===== config.mk =====
export PLATFORM = sky130hd
export DESIGN_NAME = id_freelist
export DESIGN_NICKNAME = d
export VERILOG_FILES = /design/src/rtl/id_freelist.sv
export SDC_FILE = /design/constraint.sdc
export NUM_CORES = 1
export LEC_CHECK = 0
export CORE_MARGIN = 2
export CORE_UTILIZATION = 54
export CTS_CLUSTER_SIZE = 40
export DETAILED_ROUTE_END_ITERATION = 8
export GPL_TIMING_DRIVEN = 0
export HOLD_SLACK_MARGIN = 0.05
export PLACE_DENSITY = 0.84
export SYNTH_ARGS = -nofsm -noshare
export SYNTH_HDL_FRONTEND = slang
export SYNTH_SLANG_ARGS = --single-unit

===== constraint.sdc =====
create_clock -name clk -period 5.28 [get_ports clk]
set_clock_uncertainty 0.1 [all_clocks]
set_input_delay 1.056 -clock clk [delete_from_list [all_inputs] [get_ports clk]]
set_output_delay 1.056 -clock clk [all_outputs]
set_load 0.05 [all_outputs]

===== src/rtl/id_freelist.sv =====
// id_freelist: lowest-first tag allocator with a free mask, one-hot release and double-free detection
//
// Ports:
//   clk, rst        clock; asynchronous active-high reset (all tags free)
//   alloc_val       at least one tag is allocatable this cycle
//   alloc_id        lowest free tag (0 when none)
//   alloc_en        consumer takes alloc_id this cycle (ignored when alloc_val=0)
//   free_en/free_id return tag free_id
//   num_free        popcount of the free mask register
//   err_double_free registered pulse after a free of an already-free or out-of-range tag
// Build option ID_FREELIST_BYPASS_EN: with an empty mask, a tag being freed is offered
// to alloc in the same cycle.
module id_freelist #(
  parameter int p_num_ids = 8,
  parameter int p_id_bits = $clog2(p_num_ids)
) (
  input  logic                           clk,
  input  logic                           rst,
  output logic                           alloc_val,
  output logic [p_id_bits-1:0]           alloc_id,
  input  logic                           alloc_en,
  input  logic                           free_en,
  input  logic [p_id_bits-1:0]           free_id,
  output logic [$clog2(p_num_ids+1)-1:0] num_free,
  output logic                           err_double_free
);
  localparam int p_cnt_bits = $clog2(p_num_ids + 1);
  logic [p_num_ids-1:0] free_mask, free_oh, alloc_oh;
  logic [p_id_bits-1:0] enc_id;
  logic                 mask_any, in_range, free_hit, free_ok, alloc_fire;
  always_comb begin
    enc_id = '0;
    for (int i = p_num_ids - 1; i >= 0; i--)
      if (free_mask[i]) enc_id = p_id_bits'(i);
  end
  assign mask_any = |free_mask;
  assign in_range = {{(32 - p_id_bits){1'b0}}, free_id} < p_num_ids;
  assign free_oh  = in_range ? (p_num_ids'(1) << free_id) : '0;
  // a set bit already in the mask means the tag is free: releasing it again is an error,
  // even when the same tag is being allocated this cycle
  assign free_hit = |(free_oh & free_mask);
  assign free_ok  = free_en && in_range && !free_hit;
`ifdef ID_FREELIST_BYPASS_EN
  assign alloc_val = mask_any ? 1'b1 : (free_en && in_range);
  assign alloc_id  = mask_any ? enc_id : free_id;
`else
  assign alloc_val = mask_any;
  assign alloc_id  = enc_id;
`endif
  assign alloc_fire = alloc_en && alloc_val;
  assign alloc_oh   = alloc_fire ? (p_num_ids'(1) << alloc_id) : '0;
  // set before clear so a bypassed tag (freed and taken together) leaves its bit clear
  always_ff @(posedge clk or posedge rst)
    if (rst) begin
      free_mask       <= '1;
      num_free        <= p_cnt_bits'(p_num_ids);
      err_double_free <= 1'b0;
    end else begin
      free_mask       <= (free_mask | (free_ok ? free_oh : '0)) & ~alloc_oh;
      num_free        <= num_free + p_cnt_bits'(free_ok) - p_cnt_bits'(alloc_fire);
      err_double_free <= free_en && !free_ok;
    end
endmodule


---- Word level (Yosys, flattened, before mapping) ----
Cells that the tools add are included.
word-level totals
  output and inout bits ................... 9
  bits of input ports ..................... 7
  bits in registers ....................... 13
  logic and storage cells ................. 28
operators by class
  $add $sub $neg .......................... 2
  shifts and indexed selects .............. 2
  muxes and demuxes ....................... 10
  reductions and logical operators ........ 7
  bitwise operators ....................... 4
operators by type and width
  cell                                                                count
  3-bit 2-to-1 mux                                                    8
  8-bit AND                                                           2
  8-bit 2-to-1 mux                                                    2
  8-bit OR reduction                                                  2
  1-bit by 3-bit << shifter with 8-bit output (first input constant)  2
  8-bit NOT                                                           1
  8-bit OR                                                            1
  4-bit by 1-bit adder with 4-bit output                              1
  4-bit by 1-bit subtractor with 4-bit output                         1
  1-bit logical AND                                                   3
  1-bit logical NOT                                                   2

---- Longest topological paths before layout ----
  word-level depth ........................ 12
  depth in mapped cells ................... 10
  depth with buffers taken out ............ 9

---- Least setup slack after synthesis ----
OpenSTA, ideal clock, no wires.
  path kind ............................... register to output
  start point ............................. register free_mask[2]
  end point ............................... output alloc_id[2]
  path buffers ............................ 1
  path slack .............................. 2134 ps
  stages on the path, launching flop included .. 4
  data arrival time ....................... 1990 ps
  required time ........................... 4124 ps
  cells stage by stage .................... dfstp_2 -> buf_2 -> nor4_1 -> a21boi_0
between the ends
  cells in the longest elaborated chain, start to end .. 3
RTL lines
  item                           RTL line  source
  start: declaration             28        logic [p_num_ids-1:0] free_mask, free_oh, alloc_oh;
  start signal: assignment       59        free_mask <= (free_mask | (free_ok ? free_oh : '0)) & ~alloc_oh;
  3-bit 2-to-1 mux (3 in a row)  34        if (free_mask[i]) enc_id = p_id_bits'(i);
  end: declaration               20        output logic [p_id_bits-1:0] alloc_id,
No other way between the ends.

---- Worst setup path after layout ----
  start point ............................. register free_mask[3]
  end point ............................... output alloc_id[0]
between the ends
  cells in the longest elaborated chain, start to end .. 4
RTL lines
  item                           RTL line
  3-bit 2-to-1 mux (4 in a row)  34
No other way between the ends.

==> summary.txt <==
outcome: completed
antenna cells: 0
Worst Hold Launch: num_free[0]
MaxCap Viol Count: 0
layout cells sized above 1: 17.6%
share of the synthesized area in the top cell type: 28.2%
CTS clk-pin slew, worst paths: 80 ps
crit path kind: register to primary output
RR Startpoint: free_mask[2]
grt total ovfl: 0
count leader, synth: inv_1
Synth Flop Type: dfstp_2
Yosys cell types: 33
r2r setup slk: 2690 ps
Total Power: 718 µW
HPWL after detailed placement: 1270 µm
most frequent cells after synthesis: 12 x inv_1, 9 x dfstp_2, 7 x nor2_1, 6 x a21oi_1
effective utilization at floorplan: 56.4%
worst reg-to-reg path cell count: 10
DIE WIDTH: 43.4 µm
Pins Over Slew Limit: 0
CP startpoint kind: register
final worst path period need: 3660 ps
WL per Instance: 13.9 µm
Cells after Synth: 85
Final period util: 69.3%
Peak VDD IR: 0.310 mV
CTS sink cnt: 13
Die Area: 1890 µm²
largest family of logic cells by synthesized area: compound AO/OA/AOI/OAI gates
crit-path cells: buf_2 -> inv_1 -> a221oi_1 -> o21a_1 -> clkdlybuf4s50_1
Starting DRT DRC Count: 10
P_leak: 0.000446 µW
initial antenna violation count: 0
CTS Hold Bufs: 0
leading post-synthesis cells by cell area: dfstp_2 28%, dfrtp_1 12%, ha_1 6.0%
CP endpoint: alloc_id[0]
setup ws final: 1620 ps
syn_area_per_cell: 9.88 µm²
Synth Area in XOR/XNOR: 3.13%
CP Depth: 5
adder-cell share of the synthesized area: 8.35%
crit end category: primary output
Synth Area in Compound Gates: 17.1%
vias in the first global route: 664
clk_lat worst skew: 280 ps
Total Nets Final: 115
core region area: 1490 µm²
Post-synth EDFFs: 0
Hold WS: 407 ps
total iterations of the first detailed-routing run: 4
clock buffer depth: 2
Buf/Inv on CP: 3
Place WS: 1930 ps
CTS Buf Count: 3
Synthesized Nets: 97
# port buffers: 13
crit-path max cell delay: 790 ps
Setup Buffers After CTS: 0
final core utilization: 68.2%
die height: 43.4 µm
final setup fails: 0
PD cells: 707 nW/µm²
slowest CP cell: clkdlybuf4s50_1
ANT nets after route: 0
Total Wirelength: 1640 µm
RSZ-0062 raised after global routing: false
Root Buffer: clkbuf_4
sequential share of the synthesized area: 40.1%
Simple-Gate Fraction of Synth Area: 14.0%
hold path cells: 1
Synth Register Bits: 13
TritonCTS clock tree: built
GR Util All Layers: 19.6%
Vias/cell: 5.89
delay-heaviest family, CP: buffers and inverters
PostCTS Resize Cnt: 0
first-pass GRT wire length: 2790 µm
# DRC: 0
async set-reset flop share out of synthesis: 100%
top cell type by total area after synthesis: dfstp_2
launch point of the worst path: free_mask[3]
Final GP Congestion: 0.872
met1 Use GR: 24.9%
Hold WC Path Type: register to register
CP required: 4120 ps
endpoints failing hold: 0
Slew HR: 67.2%
H-tree depth: 1
met2 Use GR: 34.9%
Most Crowded Layer GR: met2
total number of yosys warnings: 0
r2r endpoint: num_free[1]
WP data arrival: 2500 ps
multiplexer share of the synthesized area: 8.94%
# IOs: 16
num rows: 14
Tightest Pin Transition: 490 ps
Highest Clock Rate: 0.273 GHz
via count: 695
mapped cell area: 840 µm²
crit path max fanout: 9
Area Overhead vs Synth: 21.0%
met3 Track Usage GR: 2.50%
total negative slack: 0 ps
largest net degree at the start of global routing: 14
## per-stage QoR
step,cell area (µm²),instances
after floorplan,840,85
after global routing,1020,118
after detailed placement,990,114
final,1020,118
after global placement,990,114
after CTS,1020,118
## cell type report
cell class / count / area [µm²]
inverters: 12 / 45.0
multi-input cells: 56 / 433
plain buffers: 4 / 25.0
clock buffers: 4 / 26.3
well taps: 16 / 20.0
repair buffers: 13 / 130
fillers: 106 / 473
flip-flops and latches: 13 / 337
## cells in the final DEF (no fill, tap or decap), drive strengths merged
master	synthesis	layout
clkdlybuf4s50	0	13
nand2b	2	2
a221o	1	1
a21o	1	1
fa	1	1
dfstp	9	9
buf	3	3
a211oi	1	1
xnor2	3	3
nand4	1	1
o31ai	1	1
nor2	7	7
or3b	1	1
clkbuf	1	5
nand2	3	3
a41oi	3	3
and2	2	2
o41ai	1	1
nand3	2	2
ha	4	4
mux2i	3	3
inv	12	12
a31oi	2	2
a21boi	1	1
and4b	1	1
mux4	2	2
nor4	2	2
a21oi	6	6
a221oi	1	1
and2b	1	1
o21ai	2	2
dfrtp	4	4
o21a	1	1
## state kept, by name, indices dropped and copies added (netlist names)
name             count
err_double_free      1
free_mask            8
num_free             4
## kinds of logic after synthesis
family | Yosys count
mux | 5
compound gates | 21
xor+xnor | 3
flops | 13
fa+ha+maj | 5
buf+inv | 16
simple gates | 22
## worst reg2reg max path, stage by stage, from the launching register on
cell and delay [ps]:
dfstp_2 370, buf_2 170, nor4_1 390, nand3_1 170
and2_1 200, ha_1 280, inv_1 60, ha_1 170
inv_1 60, fa_1 490, inv_1 40
## worst min path at each step
stage / slack [ps] / endpoint
global route: 420 / num_free[0]
floorplan: 380 / free_mask[4]
detailed placement: 390 / num_free[0]
finish: 410 / num_free[0]
global placement: 390 / num_free[0]
CTS: 410 / num_free[0]
## report_power, final
part	leakage (µW)	switching, µW	total [µW]	internal, µW
clock	0.0000150	33.6	62.9	29.3
sequential	0.000142	43.3	210	167
combinational	0.000289	268	445	177
## per-layer routing
layer,vias up,share of wire (%)
li1,342,-
met1,330,43
met2,18,51
met3,5,3.4
met4,0,1.8
met5,-,0
No activity file was read; power rests on OpenSTA's default activity.
